## config.mk

```make
export PLATFORM = sky130hd
export DESIGN_NAME = hazard_tnew_pipe_flat
export DESIGN_NICKNAME = d
export VERILOG_FILES = /design/src/rtl/hazard_tnew_pipe_pkg.sv /design/src/rtl/hazard_tnew_pipe_if.sv /design/src/rtl/hazard_tnew_pipe_tnew_stage_reg.sv /design/src/rtl/hazard_tnew_pipe.sv /design/src/flat_wrapper.sv
export SDC_FILE = /design/constraint.sdc
export NUM_CORES = 1
export LEC_CHECK = 0
export BUFFER_PORTS_ARGS = -buffer_cell sky130_fd_sc_hd__buf_2
export CORE_MARGIN = 2
export CORE_UTILIZATION = 42
export CTS_CLUSTER_DIAMETER = 200
export CTS_CLUSTER_SIZE = 8
export DETAILED_ROUTE_END_ITERATION = 16
export PLACE_DENSITY_LB_ADDON = 0.12
export SLEW_MARGIN = 10
export SYNTH_ARGS = -nofsm -noshare
export SYNTH_HDL_FRONTEND = slang
export SYNTH_HIERARCHICAL = 1
export SYNTH_SLANG_ARGS = --single-unit
```

## constraint.sdc

```tcl
create_clock -name clk -period 0.85 [get_ports clk]
set_input_delay 0.17 -clock clk [delete_from_list [all_inputs] [get_ports clk]]
set_output_delay 0.17 -clock clk [all_outputs]
set_load 0.02 [all_outputs]
```

## src/rtl/hazard_tnew_pipe_pkg.sv

```systemverilog
// hazard_tnew_pipe_pkg: shared widths, Tnew classes, stage slice type and ageing helper
package hazard_tnew_pipe_pkg;
  localparam int REG_W = 5;
  localparam int TNEW_W = 2;
  typedef logic [TNEW_W-1:0] tnew_t;
  localparam tnew_t TNEW_ZERO = 2'd0;
  localparam tnew_t TNEW_ALU = 2'd1;
  localparam tnew_t TNEW_LOAD = 2'd2;
  typedef struct packed {
    logic [REG_W-1:0] write_reg;
    logic reg_write;
    tnew_t t_new;
  } stage_t;
  localparam stage_t BUBBLE = '0;
  function automatic tnew_t tnew_age(tnew_t t);
    return (t == TNEW_ZERO) ? TNEW_ZERO : t - 1'b1;
  endfunction
endpackage

```

## src/rtl/hazard_tnew_pipe_if.sv

```systemverilog
// hazard_tnew_pipe_if: D-side tags in, stage-tagged operands out toward the stall/forward unit
interface hazard_tnew_pipe_if #(
  parameter int REG_W = hazard_tnew_pipe_pkg::REG_W,
  parameter int TNEW_W = hazard_tnew_pipe_pkg::TNEW_W,
  parameter int CNT_W = 32
);
  logic stall_d;
  logic clr_e;
  logic [REG_W-1:0] rs_d;
  logic [REG_W-1:0] rt_d;
  logic [REG_W-1:0] write_reg_d;
  logic reg_write_d;
  logic [TNEW_W-1:0] t_new_d;
  logic [REG_W-1:0] rs_e;
  logic [REG_W-1:0] rt_e;
  logic [REG_W-1:0] rt_m;
  logic [REG_W-1:0] write_reg_e;
  logic [REG_W-1:0] write_reg_m;
  logic [REG_W-1:0] write_reg_w;
  logic reg_write_e;
  logic reg_write_m;
  logic reg_write_w;
  logic [TNEW_W-1:0] t_new_e;
  logic [TNEW_W-1:0] t_new_m;
  logic [TNEW_W-1:0] t_new_w;
  logic [CNT_W-1:0] stall_cnt;
  modport master (
    input stall_d, clr_e, rs_d, rt_d, write_reg_d, reg_write_d, t_new_d,
    output rs_e, rt_e, rt_m, write_reg_e, write_reg_m, write_reg_w,
    output reg_write_e, reg_write_m, reg_write_w, t_new_e, t_new_m, t_new_w, stall_cnt
  );
  modport slave (
    output stall_d, clr_e, rs_d, rt_d, write_reg_d, reg_write_d, t_new_d,
    input rs_e, rt_e, rt_m, write_reg_e, write_reg_m, write_reg_w,
    input reg_write_e, reg_write_m, reg_write_w, t_new_e, t_new_m, t_new_w, stall_cnt
  );
endinterface

```

## src/rtl/hazard_tnew_pipe_tnew_stage_reg.sv

```systemverilog
// tnew_stage_reg: one pipeline slice of write-back tags with bubble insert and optional Tnew ageing
module tnew_stage_reg
  import hazard_tnew_pipe_pkg::*;
#(
  parameter bit DEC = 1'b0
) (
  input  logic   clk,
  input  logic   reset,
  input  logic   bubble,
  input  stage_t src,
  output stage_t q
);
  // capture the upstream slice, or a bubble; ageing saturates at zero
  always_ff @(posedge clk or negedge reset)
    if (!reset) q <= BUBBLE;
    else q <= bubble ? BUBBLE : stage_t'{write_reg: src.write_reg, reg_write: src.reg_write,
                                         t_new: DEC ? tnew_age(src.t_new) : src.t_new};
endmodule

```

## src/rtl/hazard_tnew_pipe.sv

```systemverilog
// hazard_tnew_pipe: carries reg-use/write-back tags through E/M/W; optional stall counter via HAZ_STALL_CNT_EN
module hazard_tnew_pipe
  import hazard_tnew_pipe_pkg::*;
#(
  parameter int REG_W = hazard_tnew_pipe_pkg::REG_W,
  parameter int TNEW_W = hazard_tnew_pipe_pkg::TNEW_W,
  parameter int CNT_W = 32
) (
  input logic clk,
  input logic reset,
  hazard_tnew_pipe_if.master bus
);
  logic bubble_e;
  stage_t d_entry, e, m, w;
  logic [REG_W-1:0] rs_q, rt_q, rt_m_q;
  // a stalled or redirected D slot enters E as a bubble; $0 never counts as a write
  always_comb begin
    bubble_e = bus.stall_d | bus.clr_e;
    d_entry = stage_t'{write_reg: bus.write_reg_d,
                       reg_write: bus.reg_write_d && (bus.write_reg_d != '0),
                       t_new: bus.t_new_d};
  end
  tnew_stage_reg #(.DEC(1'b0)) u_e (.clk(clk), .reset(reset), .bubble(bubble_e), .src(d_entry), .q(e));
  tnew_stage_reg #(.DEC(1'b1)) u_m (.clk(clk), .reset(reset), .bubble(1'b0), .src(e), .q(m));
  tnew_stage_reg #(.DEC(1'b1)) u_w (.clk(clk), .reset(reset), .bubble(1'b0), .src(m), .q(w));
  // source indices follow E entry; rt moves on to M for store-data forwarding
  always_ff @(posedge clk or negedge reset)
    if (!reset) begin
      rs_q <= '0;
      rt_q <= '0;
      rt_m_q <= '0;
    end else begin
      rs_q <= bubble_e ? '0 : bus.rs_d;
      rt_q <= bubble_e ? '0 : bus.rt_d;
      rt_m_q <= rt_q;
    end
  assign bus.rs_e = rs_q;
  assign bus.rt_e = rt_q;
  assign bus.rt_m = rt_m_q;
  assign bus.write_reg_e = e.write_reg;
  assign bus.write_reg_m = m.write_reg;
  assign bus.write_reg_w = w.write_reg;
  assign bus.reg_write_e = e.reg_write;
  assign bus.reg_write_m = m.reg_write;
  assign bus.reg_write_w = w.reg_write;
  assign bus.t_new_e = e.t_new;
  assign bus.t_new_m = m.t_new;
  assign bus.t_new_w = w.t_new;
`ifdef HAZ_STALL_CNT_EN
  logic [CNT_W-1:0] cnt;
  // count stall edges, holding at all-ones
  always_ff @(posedge clk or negedge reset)
    if (!reset) cnt <= '0;
    else if (bus.stall_d && cnt != '1) cnt <= cnt + 1'b1;
  assign bus.stall_cnt = cnt;
`else
  assign bus.stall_cnt = '0;
`endif
endmodule

```

## src/flat_wrapper.sv

```systemverilog
// flat-port wrapper written by rule: the top's interface ports become plain ports
module hazard_tnew_pipe_flat import hazard_tnew_pipe_pkg::*;
#(
  parameter int REG_W = hazard_tnew_pipe_pkg::REG_W,
  parameter int TNEW_W = hazard_tnew_pipe_pkg::TNEW_W,
  parameter int CNT_W = 32
)
  (clk, reset, bus_stall_d, bus_clr_e, bus_rs_d, bus_rt_d, bus_write_reg_d, bus_reg_write_d, bus_t_new_d, bus_rs_e, bus_rt_e, bus_rt_m, bus_write_reg_e, bus_write_reg_m, bus_write_reg_w, bus_reg_write_e, bus_reg_write_m, bus_reg_write_w, bus_t_new_e, bus_t_new_m, bus_t_new_w, bus_stall_cnt);
  hazard_tnew_pipe_if #(.REG_W(REG_W), .TNEW_W(TNEW_W), .CNT_W(CNT_W)) bus_i ();
  input logic clk;
  input logic reset;
  input wire logic [$bits(bus_i.stall_d)-1:0] bus_stall_d;
  input wire logic [$bits(bus_i.clr_e)-1:0] bus_clr_e;
  input wire logic [$bits(bus_i.rs_d)-1:0] bus_rs_d;
  input wire logic [$bits(bus_i.rt_d)-1:0] bus_rt_d;
  input wire logic [$bits(bus_i.write_reg_d)-1:0] bus_write_reg_d;
  input wire logic [$bits(bus_i.reg_write_d)-1:0] bus_reg_write_d;
  input wire logic [$bits(bus_i.t_new_d)-1:0] bus_t_new_d;
  output wire logic [$bits(bus_i.rs_e)-1:0] bus_rs_e;
  output wire logic [$bits(bus_i.rt_e)-1:0] bus_rt_e;
  output wire logic [$bits(bus_i.rt_m)-1:0] bus_rt_m;
  output wire logic [$bits(bus_i.write_reg_e)-1:0] bus_write_reg_e;
  output wire logic [$bits(bus_i.write_reg_m)-1:0] bus_write_reg_m;
  output wire logic [$bits(bus_i.write_reg_w)-1:0] bus_write_reg_w;
  output wire logic [$bits(bus_i.reg_write_e)-1:0] bus_reg_write_e;
  output wire logic [$bits(bus_i.reg_write_m)-1:0] bus_reg_write_m;
  output wire logic [$bits(bus_i.reg_write_w)-1:0] bus_reg_write_w;
  output wire logic [$bits(bus_i.t_new_e)-1:0] bus_t_new_e;
  output wire logic [$bits(bus_i.t_new_m)-1:0] bus_t_new_m;
  output wire logic [$bits(bus_i.t_new_w)-1:0] bus_t_new_w;
  output wire logic [$bits(bus_i.stall_cnt)-1:0] bus_stall_cnt;
  assign bus_i.stall_d = bus_stall_d;
  assign bus_i.clr_e = bus_clr_e;
  assign bus_i.rs_d = bus_rs_d;
  assign bus_i.rt_d = bus_rt_d;
  assign bus_i.write_reg_d = bus_write_reg_d;
  assign bus_i.reg_write_d = bus_reg_write_d;
  assign bus_i.t_new_d = bus_t_new_d;
  assign bus_rs_e = bus_i.rs_e;
  assign bus_rt_e = bus_i.rt_e;
  assign bus_rt_m = bus_i.rt_m;
  assign bus_write_reg_e = bus_i.write_reg_e;
  assign bus_write_reg_m = bus_i.write_reg_m;
  assign bus_write_reg_w = bus_i.write_reg_w;
  assign bus_reg_write_e = bus_i.reg_write_e;
  assign bus_reg_write_m = bus_i.reg_write_m;
  assign bus_reg_write_w = bus_i.reg_write_w;
  assign bus_t_new_e = bus_i.t_new_e;
  assign bus_t_new_m = bus_i.t_new_m;
  assign bus_t_new_w = bus_i.t_new_w;
  assign bus_stall_cnt = bus_i.stall_cnt;
  hazard_tnew_pipe #(.REG_W(REG_W), .TNEW_W(TNEW_W), .CNT_W(CNT_W)) u_core (.clk(clk), .reset(reset), .bus(bus_i));
endmodule
```

**Word level (Yosys, flattened, before mapping)**

Cells that the tools add are included.

- Register bits after elaboration: 39
- Word-level logic and storage cells: 24
- Bits of input ports: 22
- Output and inout bits: 71

- Add/sub/neg operators: 2
- Mux-type cells: 5
- Bitwise operators: 1
- Reduce and logical (&&, ||, !) cells: 4

Operators by type and width:

| kind | count |
|---|---|
| 5-bit 2-to-1 mux | 2 |
| 8-bit 2-to-1 mux | 1 |
| 5-bit nonzero test | 1 |
| 2-bit zero test | 2 |
| 2-bit 2-to-1 mux | 2 |
| 2-bit by 1-bit subtractor with 2-bit output, second input constant | 2 |
| 1-bit logical AND | 1 |
| 1-bit OR | 1 |

**Depth between registers and ports, before layout**

Gate-level depths: netlist of the first run.

- Depth in word-level cells: 3
- Gate-level depth with buffers: 4
- Depth with buffers taken out: 3

**Hierarchy**

Netlist of the first run, hierarchy kept.

Modules (own cells, without submodules):

| module | instances | cells an instance | area an instance (um2) |
|---|---|---|---|
| hazard_tnew_pipe | 1 | 63 | 708.2 |
| tnew_stage_reg at u_core.u_m ... | 2 | 16 | 270.3 |
| tnew_stage_reg at u_core.u_e | 1 | 16 | 250.2 |

**Least setup slack after synthesis of the first run**

No wires, ideal clock.

- Kind: input -> register
- Start: in bus_write_reg_d[0]
- End: reg u_core/u_e/q[2] (netlist name)
- Stages: 3
- Data required time: 726 ps
- Data arrival time: 948 ps
- Setup time: 124 ps
- Setup slack: -223 ps
- Path through: or4_1 > o21a_1 > nor2b_1

RTL lines:

| element | RTL line | source |
|---|---|---|
| start: declaration | flat_wrapper.sv:16 | `input wire logic [$bits(bus_i.write_reg_d)-1:0] bus_write_reg_d;` |
| end signal: assignment | hazard_tnew_pipe_tnew_stage_reg.sv:16 | `else q <= bubble ? BUBBLE : stage_t'{write_reg: src.write_reg, reg_write: src.reg_write,` |
| end: declaration | hazard_tnew_pipe_tnew_stage_reg.sv:11 | `output stage_t q` |

**Worst setup path after layout of the first run**

- Start: reg u_core/u_e/q[1] (netlist name)
- End: out bus_t_new_e[1]

RTL lines:

| element | RTL line | source |
|---|---|---|
| end: declaration | flat_wrapper.sv:28 | `output wire logic [$bits(bus_i.t_new_e)-1:0] bus_t_new_e;` |

No word-level cell between the ends.

==> results of run 1 <==
final cells by class:
| cell class | instances | area, sq um |
|---|---|---|
| sequential | 39 | 976 |
| inverter | 1 | 3.75 |
| multi-input combinational | 85 | 455 |
| tap | 46 | 57.6 |
| fill | 246 | 1180 |
| clock inverter | 3 | 43.8 |
| timing repair buffer | 69 | 637 |
| clock buffer | 5 | 37.5 |
final timing paths:
check / slack (ns) / from / to
worst min register to register: 0.40 / u_core/bus.rt_e[2]$_DFF_PN0_ / u_core/bus.rt_m[2]$_DFF_PN0_
max in group asynchronous: 0.34 / reset / u_core/u_e/q[4]$_DFF_PN0_
min in group asynchronous: 0.32 / reset / u_core/bus.rt_m[3]$_DFF_PN0_
worst min-delay path: 0.04 / bus_rt_d[1] / u_core/bus.rt_e[1]$_DFF_PN0_
worst max-delay path: -0.21 / u_core/u_e/q[1]$_DFF_PN0_ / bus_t_new_e[1]
worst max register to register: -0.11 / u_core/u_e/q[1]$_DFF_PN0_ / u_core/u_m/q[1]$_DFF_PN0_
timing repair:
item | CTS | global route
resized for setup | 80 | 1
endpoints found under the setup margin | 40 | 42
hold endpoints to repair | 39 | 0
cloned | 0 | 0
setup buffers | 5 | 1
hold buffers | 1 | 0
pin swaps | 2 | 1
kinds of logic (layout without fill, tap and decap cells):
kind of cell	Yosys count	after routing	synth area share, %
AND/OR/NAND/NOR	36	36	17.6
AO/OA/AOI/OAI	1	1	0.501
flip-flops	39	39	65.1
buffers and inverters	34	78	16.5
other	1	48	0.250
through the flow:
| stage | util (%) | cells |
|---|---|---|
| after CTS | 64.9 | 247 |
| after global routing | 65.2 | 248 |
| after global placement | 53.6 | 233 |
| after floorplan | - | 158 |
| final | 65.2 | 248 |
| after detailed placement | 53.6 | 233 |
flip-flops by register name, summed over array words and instances (netlist names):
name,count
u_core/bus.rs_e,5
u_core/bus.rt_e,5
u_core/bus.rt_m,5
u_core/u_e/q,8
u_core/u_m/q,8
u_core/u_w/q,8
metal layers:
layer / vias up / routed length [um] / GRT usage (%)
met1: 446 / 927 / 13.7
met4: 0 / 19 / 6.52
met5: - / 0 / 0
met2: 54 / 1540 / 24.9
li1: 439 / - / -
met3: 2 / 221 / 3.87
placed cells by master (no fill, tap or decap), types with 2 or more instances in the layout:
cell,n
conb_1,48
buf_6,41
dfrtp_1,39
buf_2,20
and2b_2,12
and2_1,10
nor2b_1,8
buf_4,6
clkbuf_4,5
and3b_2,2
nor3b_1,2
Yosys cell counts (all sizes together):
cell	n
nor2b	8
inv	1
or4	1
and2	10
o21a	1
and3b	2
conb	1
buf	32
nor2	1
and2b	12
dfrtp	39
clkbuf	1
nor3b	2
power by group through the flow:
stage | Sequential, mW | Combinational, mW | Clock [mW]
final | 1.94 | 0.510 | 1.20
after global routing | 1.95 | 0.547 | 1.34
after CTS | 1.94 | 0.504 | 1.25
after detailed placement | 1.97 | 0.418 | 0
after global placement | 1.97 | 0.413 | 0
after floorplan | 2.04 | 0.294 | 0
==> flow_summary.toml, run 1 <==
[global_routing]
grt_pass1_wl_um = 4080
grt_pass1_vias = 915
antenna_found_initial = 0
grt_overflow_total = 0
grt_max_degree = 40
grt_usage_pct = 13.4

[logic_synthesis]
synth_top_area_share_pct = 65.1
synth_cell_types = 13
yosys_warnings = 6
yosysSeqAreaShare_pct = 65.1
avgSynthCellArea_sq_um = 13.5
synthCells = 111
synth-seq-cells = 39
netlist_top_cells_area = "dfrtp_1, buf_4, and2b_2"
syn_area_sq_um = 1500
synth_top_area_cell = "dfrtp_1"

[worst_hold_path]
hold_class = "in -> reg"
holdPathStages = 2

[route]
vias_per_cell = 3.79
drt_iter0_drc = 47
drc = 0
drt-pass1-iter-count = 2
vias = 941
wl_per_cell_um = 10.9
routed_wl_um = 2710
detail-route-antenna-nets = 0

[worst_setup_path]
crit_path_end_kind = "output port"
cp.required_ns = 0.68
cp.arrival_ns = 0.89
cp_top_family = "flip-flops"
ff2ff_path_depth = 3
slowest_stage = "dfrtp_1"
path_class = "reg -> out"
critPathMaxStageDelay_ns = 0.42
path_cells = "buf_6"
start_kind = "flop"
worstPathMaxFanout = 2
worst-path-stages = 1
path_buf_inv = 1

[clocking]
cts_inserted_buffers = 5
cts_tree = "yes"
cts_sinks = 39
clk_pin_slew_ns = 0.11
clock_latency_ns = 0.34
htreeDepth = 2
clk_path_buf_depth = 2
cts-root-buf = "clkbuf_4"

[place]
gp_congestion = 0.704
numPortBuffers = 60
placed_area_sq_um = 1820
place_ws_ns = -0.397
hpwl_um = 1870

[pwr]
clkPwrFrac_pct = 32.9
p_int_mw = 2.73
power_frac_seq_pct = 53.2
finalPower_mw = 3.66
comb_power_share_pct = 13.9
p_per_area_nw_per_um2 = 1650
p_leak_nw = 1.25
switching_share_pct = 25.3
peakVddDrop_v = 0.000696
p_sw_mw = 0.925

[sta]
finClkSkew_ns = 0.0106
setup-violations-final = 42
final.setup.tns_ns = -7.42
period_minus_slack_ns = 1.06
hold_slack_ns = 0.0389
setup_ws_ns = -0.214
period_share_pct = 125
slew_violations = 0
achievable-frequency_mhz = 940
rsz0062_at_grt = "true"
hold_violations = 0

[finish]
syn_to_final_growth_pct = 47.5
final_area_sq_um = 2210
layout-drive-gt1-share_pct = 45.0
n_antenna_cell = 0
final_nets = 223

[floorplanning]
core_area_sq_um = 3390
die_h_um = 63.7
boundaryPins = 93
rows = 21
die_w_um = 63.7
die_area_sq_um = 4060
initial_utilization_pct = 44.2

[run_status]
violations = "negative setup slack"
outcome = "finished with violations"

[run]
drv_cap = 0
Note: power is estimated with default switching activity, not from simulation.
==> inputs of run 2 (changes only) <==
==> constraint.sdc (replaced) <==
create_clock -name clk -period 1.2 [get_ports clk]
set_input_delay 0.18 -clock clk [delete_from_list [all_inputs] [get_ports clk]]
set_output_delay 0.18 -clock clk [all_outputs]
set_load 0.02 [all_outputs]
==> flow_summary.toml, run 2 (synthesis results as in run 1) <==
[global_routing]
grt_max_degree = 40
grt_pass1_vias = 859
antenna_found_initial = 0
grt_overflow_total = 0
grt_usage_pct = 12.5
grt_pass1_wl_um = 3730

[finish]
layout-drive-gt1-share_pct = 42.9
top_regs = "u_core/u_e/q x8, u_core/u_m/q x8, u_core/u_w/q x8"
n_fill_cell = 297
syn_to_final_growth_pct = 26.7
final_cell_mix = "buf_2, conb_1, dfrtp_1, and2b_2, and2_1"
final_nets = 217
final_common_cell = "buf_2"
n_antenna_cell = 0

[clocking]
htreeDepth = 2
cts-root-buf = "clkbuf_4"
ctsResizeCount = 0
clk_path_buf_depth = 2
cts_inserted_buffers = 5
clock_latency_ns = 0.34
clk_pin_slew_ns = 0.11
cts_sinks = 39
cts_tree = "yes"

[route]
drt-pass1-iter-count = 2
drc = 0
routed_wl_um = 2360
wl_per_cell_um = 9.77
drt_iter0_drc = 18
vias = 900
detail-route-antenna-nets = 0
vias_per_cell = 3.72

[sta]
finClkSkew_ns = 0.00582
hold_violations = 0
period_minus_slack_ns = 1.10
slew_violations = 0
period_share_pct = 91.3
setup_ws_ns = 0.104
rsz0062_at_grt = "false"
achievable-frequency_mhz = 913
setup-violations-final = 0
final.setup.tns_ns = 0

[worst_setup_path]
crit_path_end_kind = "output port"
worstPathMaxFanout = 3
path_cells = "buf_2"
slowest_stage = "dfrtp_1"
critPathMaxStageDelay_ns = 0.41
cp.arrival_ns = 0.92
start_kind = "flop"
cp.required_ns = 1.02
path_buf_inv = 1
path_class = "reg -> out"
cp_top_family = "flip-flops"

[floorplanning]
die_area_sq_um = 4060
die_w_um = 63.7
rows = 21
boundaryPins = 93
die_h_um = 63.7
initial_utilization_pct = 44.2
core_area_sq_um = 3390

[pwr]
power_frac_seq_pct = 56.8
switching_share_pct = 26.0
p_per_area_nw_per_um2 = 1270
comb_power_share_pct = 12.3
clkPwrFrac_pct = 30.9
p_leak_nw = 1.17
peakVddDrop_v = 0.000538
p_sw_mw = 0.626
p_int_mw = 1.78

[run]
drv_cap = 0

[place]
hpwl_um = 1860
place_ws_ns = -0.0550
gp_congestion = 0.700
numPortBuffers = 60

[worst_hold_path]
hold_class = "in -> reg"

[run_status]
outcome = "finished, final reports clean"
run 2: cell types whose count changed in the layout (fill, tap and decap cells not counted), sizes merged:
cell	before	now
bufinv	1	0
buf	68	62
clkinv	2	0
clkbuf	5	7
clkinvlp	0	1
run 2: timing repair:
action,4_1_cts,5_1_grt
setup endpoints to repair,0,0
setup buffers,0,0
endpoints found under the hold margin,39,0
hold buffers,1,0
run 2: final timing paths:
check,start,endpoint,slack (ns),cells past startpoint
max,u_core/u_m/q[1]$_DFF_PN0_,bus_t_new_m[1],0.10,1
min,bus_rt_d[2],u_core/bus.rt_e[2]$_DFF_PN0_,0.04,2
max reg2reg,u_core/u_e/q[1]$_DFF_PN0_,u_core/u_m/q[1]$_DFF_PN0_,0.48,1
min reg2reg,u_core/bus.rt_e[0]$_DFF_PN0_,u_core/bus.rt_m[0]$_DFF_PN0_,0.39,0
max in group asynchronous,reset,u_core/bus.rs_e[3]$_DFF_PN0_,0.70,3
min in group asynchronous,reset,u_core/u_w/q[7]$_DFF_PN0_,0.32,3
run 2: power groups by stage:
| stage | registers (mW) | clock network (mW) | logic [mW] |
|---|---|---|---|
| 3_3_place_gp | 1.39 | 0 | 0.292 |
| 4_1_cts | 1.37 | 0.781 | 0.298 |
| 3_5_place_dp | 1.39 | 0 | 0.295 |
| 5_1_grt | 1.37 | 0.845 | 0.321 |
| 2_1_floorplan | 1.44 | 0 | 0.208 |
| 6_report | 1.37 | 0.744 | 0.296 |
run 2: cell type report:
type                       instances  area [sq um]  area share (%)
multi-input combinational         85           452            23.8
sequential                        39           976            51.4
tap                               46          57.6            3.03
timing repair buffer              63           338            17.8
clock buffer                       7          65.1            3.43
inverter                           1          3.75           0.198
clock inverter                     1          7.51           0.395
run 2: per-layer routing:
layer	vias up	global-route usage, %	share of wire [%]
met1	411	12.0	35
met2	55	22.0	51
met3	5	4.93	11
met5	-	0	0
met4	0	7.88	2.3
li1	429	-	-
run 2: per-stage QoR:
| step | total power, mW | hold WS [ns] | area, sq um | util, % | instances |
|---|---|---|---|---|---|
| floorplan | 1.65 | -0.116 | 1680 | - | 158 |
| global placement | 1.68 | 0.156 | 1820 | 53.6 | 233 |
| detailed placement | 1.69 | 0.163 | 1820 | 53.6 | 233 |
| CTS | 2.45 | 0.0307 | 1900 | 56.0 | 242 |
| global route | 2.54 | 0.0286 | 1900 | 56.0 | 242 |
| finish | 2.41 | 0.0447 | 1900 | 56.0 | 242 |
==> inputs of run 3 (changes only) <==
Settings changed: CORE_ASPECT_RATIO set to 1.75, CORE_UTILIZATION 42 to 30, SKIP_LAST_GASP set to 1.
==> flow_summary.toml, run 3 (synthesis results as in run 1) <==
[run_status]
outcome = "finished, final reports clean"

[worst_setup_path]
path_buf_inv = 1
crit_path_end_kind = "output port"
cp_top_family = "flip-flops"
worstPathMaxFanout = 3
worst-path-stages = 1
slowest_stage = "dfrtp_1"
cp.required_ns = 1.02
start_kind = "flop"
path_cells = "buf_2"
cp.arrival_ns = 0.84
critPathMaxStageDelay_ns = 0.39
path_class = "reg -> out"
ff2ff_path_depth = 1

[floorplanning]
initial_utilization_pct = 30.6
core_area_sq_um = 4890
die_h_um = 97.5
boundaryPins = 93
rows = 34
die_area_sq_um = 5600
die_w_um = 57.4

[finish]
final_nets = 217
n_antenna_cell = 0
top_regs = "u_core/u_e/q x8, u_core/u_m/q x8, u_core/u_w/q x8"
final_cells = 250
final_common_cell = "buf_2"
final_cell_mix = "buf_2, conb_1, dfrtp_1, and2b_2, and2_1"
layout-drive-gt1-share_pct = 42.9
syn_to_final_growth_pct = 30.4

[clocking]
cts-root-buf = "clkbuf_8"
clock_latency_ns = 0.28
cts_sinks = 39
cts_inserted_buffers = 5
clk_pin_slew_ns = 0.07
ctsResizeCount = 0
clk_path_buf_depth = 2
cts_tree = "yes"
cts_setup_buffers = 0
holdBufCountCts = 1
htreeDepth = 2

[pwr]
p_leak_nw = 1.19
p_per_area_nw_per_um2 = 1420
peakVddDrop_v = 0.000905

[worst_hold_path]
holdPathStages = 2
hold_class = "in -> reg"

[sta]
rsz0062_at_grt = "false"
setup_ws_ns = 0.181
slew_violations = 0
setup-violations-final = 0
period_share_pct = 84.9
period_minus_slack_ns = 1.02
achievable-frequency_mhz = 982
hold_violations = 0
hold_slack_ns = 0.0939
finClkSkew_ns = 0.00463

[place]
hpwl_um = 2010
numPortBuffers = 60
gp_congestion = 0.687
place_ws_ns = -0.0227
dpl.cell_count = 241

[global_routing]
antenna_found_initial = 0
grt_overflow_total = 0
grt_pass1_vias = 937
grt_max_degree = 40
grt_pass1_wl_um = 4050
grt_usage_pct = 9.60

[run]
drv_cap = 0

[route]
drt-pass1-iter-count = 3
routed_wl_um = 2540
detail-route-antenna-nets = 0
vias_per_cell = 3.66
drc = 0
vias = 914
wl_per_cell_um = 10.2
drt_iter0_drc = 5
run 3: final timing paths:
path	startpoint	to	slack, ns
setup / recovery	u_core/u_e/q[1]$_DFF_PN0_	bus_t_new_e[1]	0.18
hold / removal	bus_rt_d[2]	u_core/bus.rt_e[2]$_DFF_PN0_	0.09
setup reg to reg	u_core/u_e/q[1]$_DFF_PN0_	u_core/u_m/q[1]$_DFF_PN0_	0.50
hold reg to reg	u_core/bus.rt_e[3]$_DFF_PN0_	u_core/bus.rt_m[3]$_DFF_PN0_	0.37
max in group asynchronous	reset	u_core/bus.rs_e[0]$_DFF_PN0_	0.63
min in group asynchronous	reset	u_core/u_w/q[5]$_DFF_PN0_	0.38
run 3: metrics by stage:
step	area, sq um	utilization [%]	setup TNS, ns	total power, mW
6_report	1950	39.9	0	2.77
5_1_grt	1950	39.9	0	2.90
4_1_cts	1950	39.9	0	2.81
3_5_place_dp	1830	37.3	-0.0227	1.69
3_3_place_gp	1830	37.3	0	1.68
2_1_floorplan	1680	-	0	1.65
run 3: area by class of cell:
cell class                      instances  area, sq um
Tap cell                               54         67.6
Clock buffer                            6         82.6
Fill cell                             490         2940
Clock inverter                          2         35.0
Timing Repair Buffer                   63          338
Inverter                                1         3.75
Multi-Input combinational cell         85          452
Sequential cell                        39          976
run 3: power breakdown:
| part | internal [mW] | switching [mW] | leakage [nW] | total, mW |
|---|---|---|---|---|
| registers | 1.35 | 0.0137 | 0.530 | 1.37 |
| clock network | 0.672 | 0.432 | 0.0612 | 1.10 |
| logic | 0.0872 | 0.211 | 0.601 | 0.298 |
run 3: per-layer routing:
metal	vias up	GRT usage [%]	wire length, um
met5	-	0	0
met4	0	6.44	86
met3	8	3.73	237
met2	49	17.4	1430
met1	431	8.03	781
li1	426	-	-
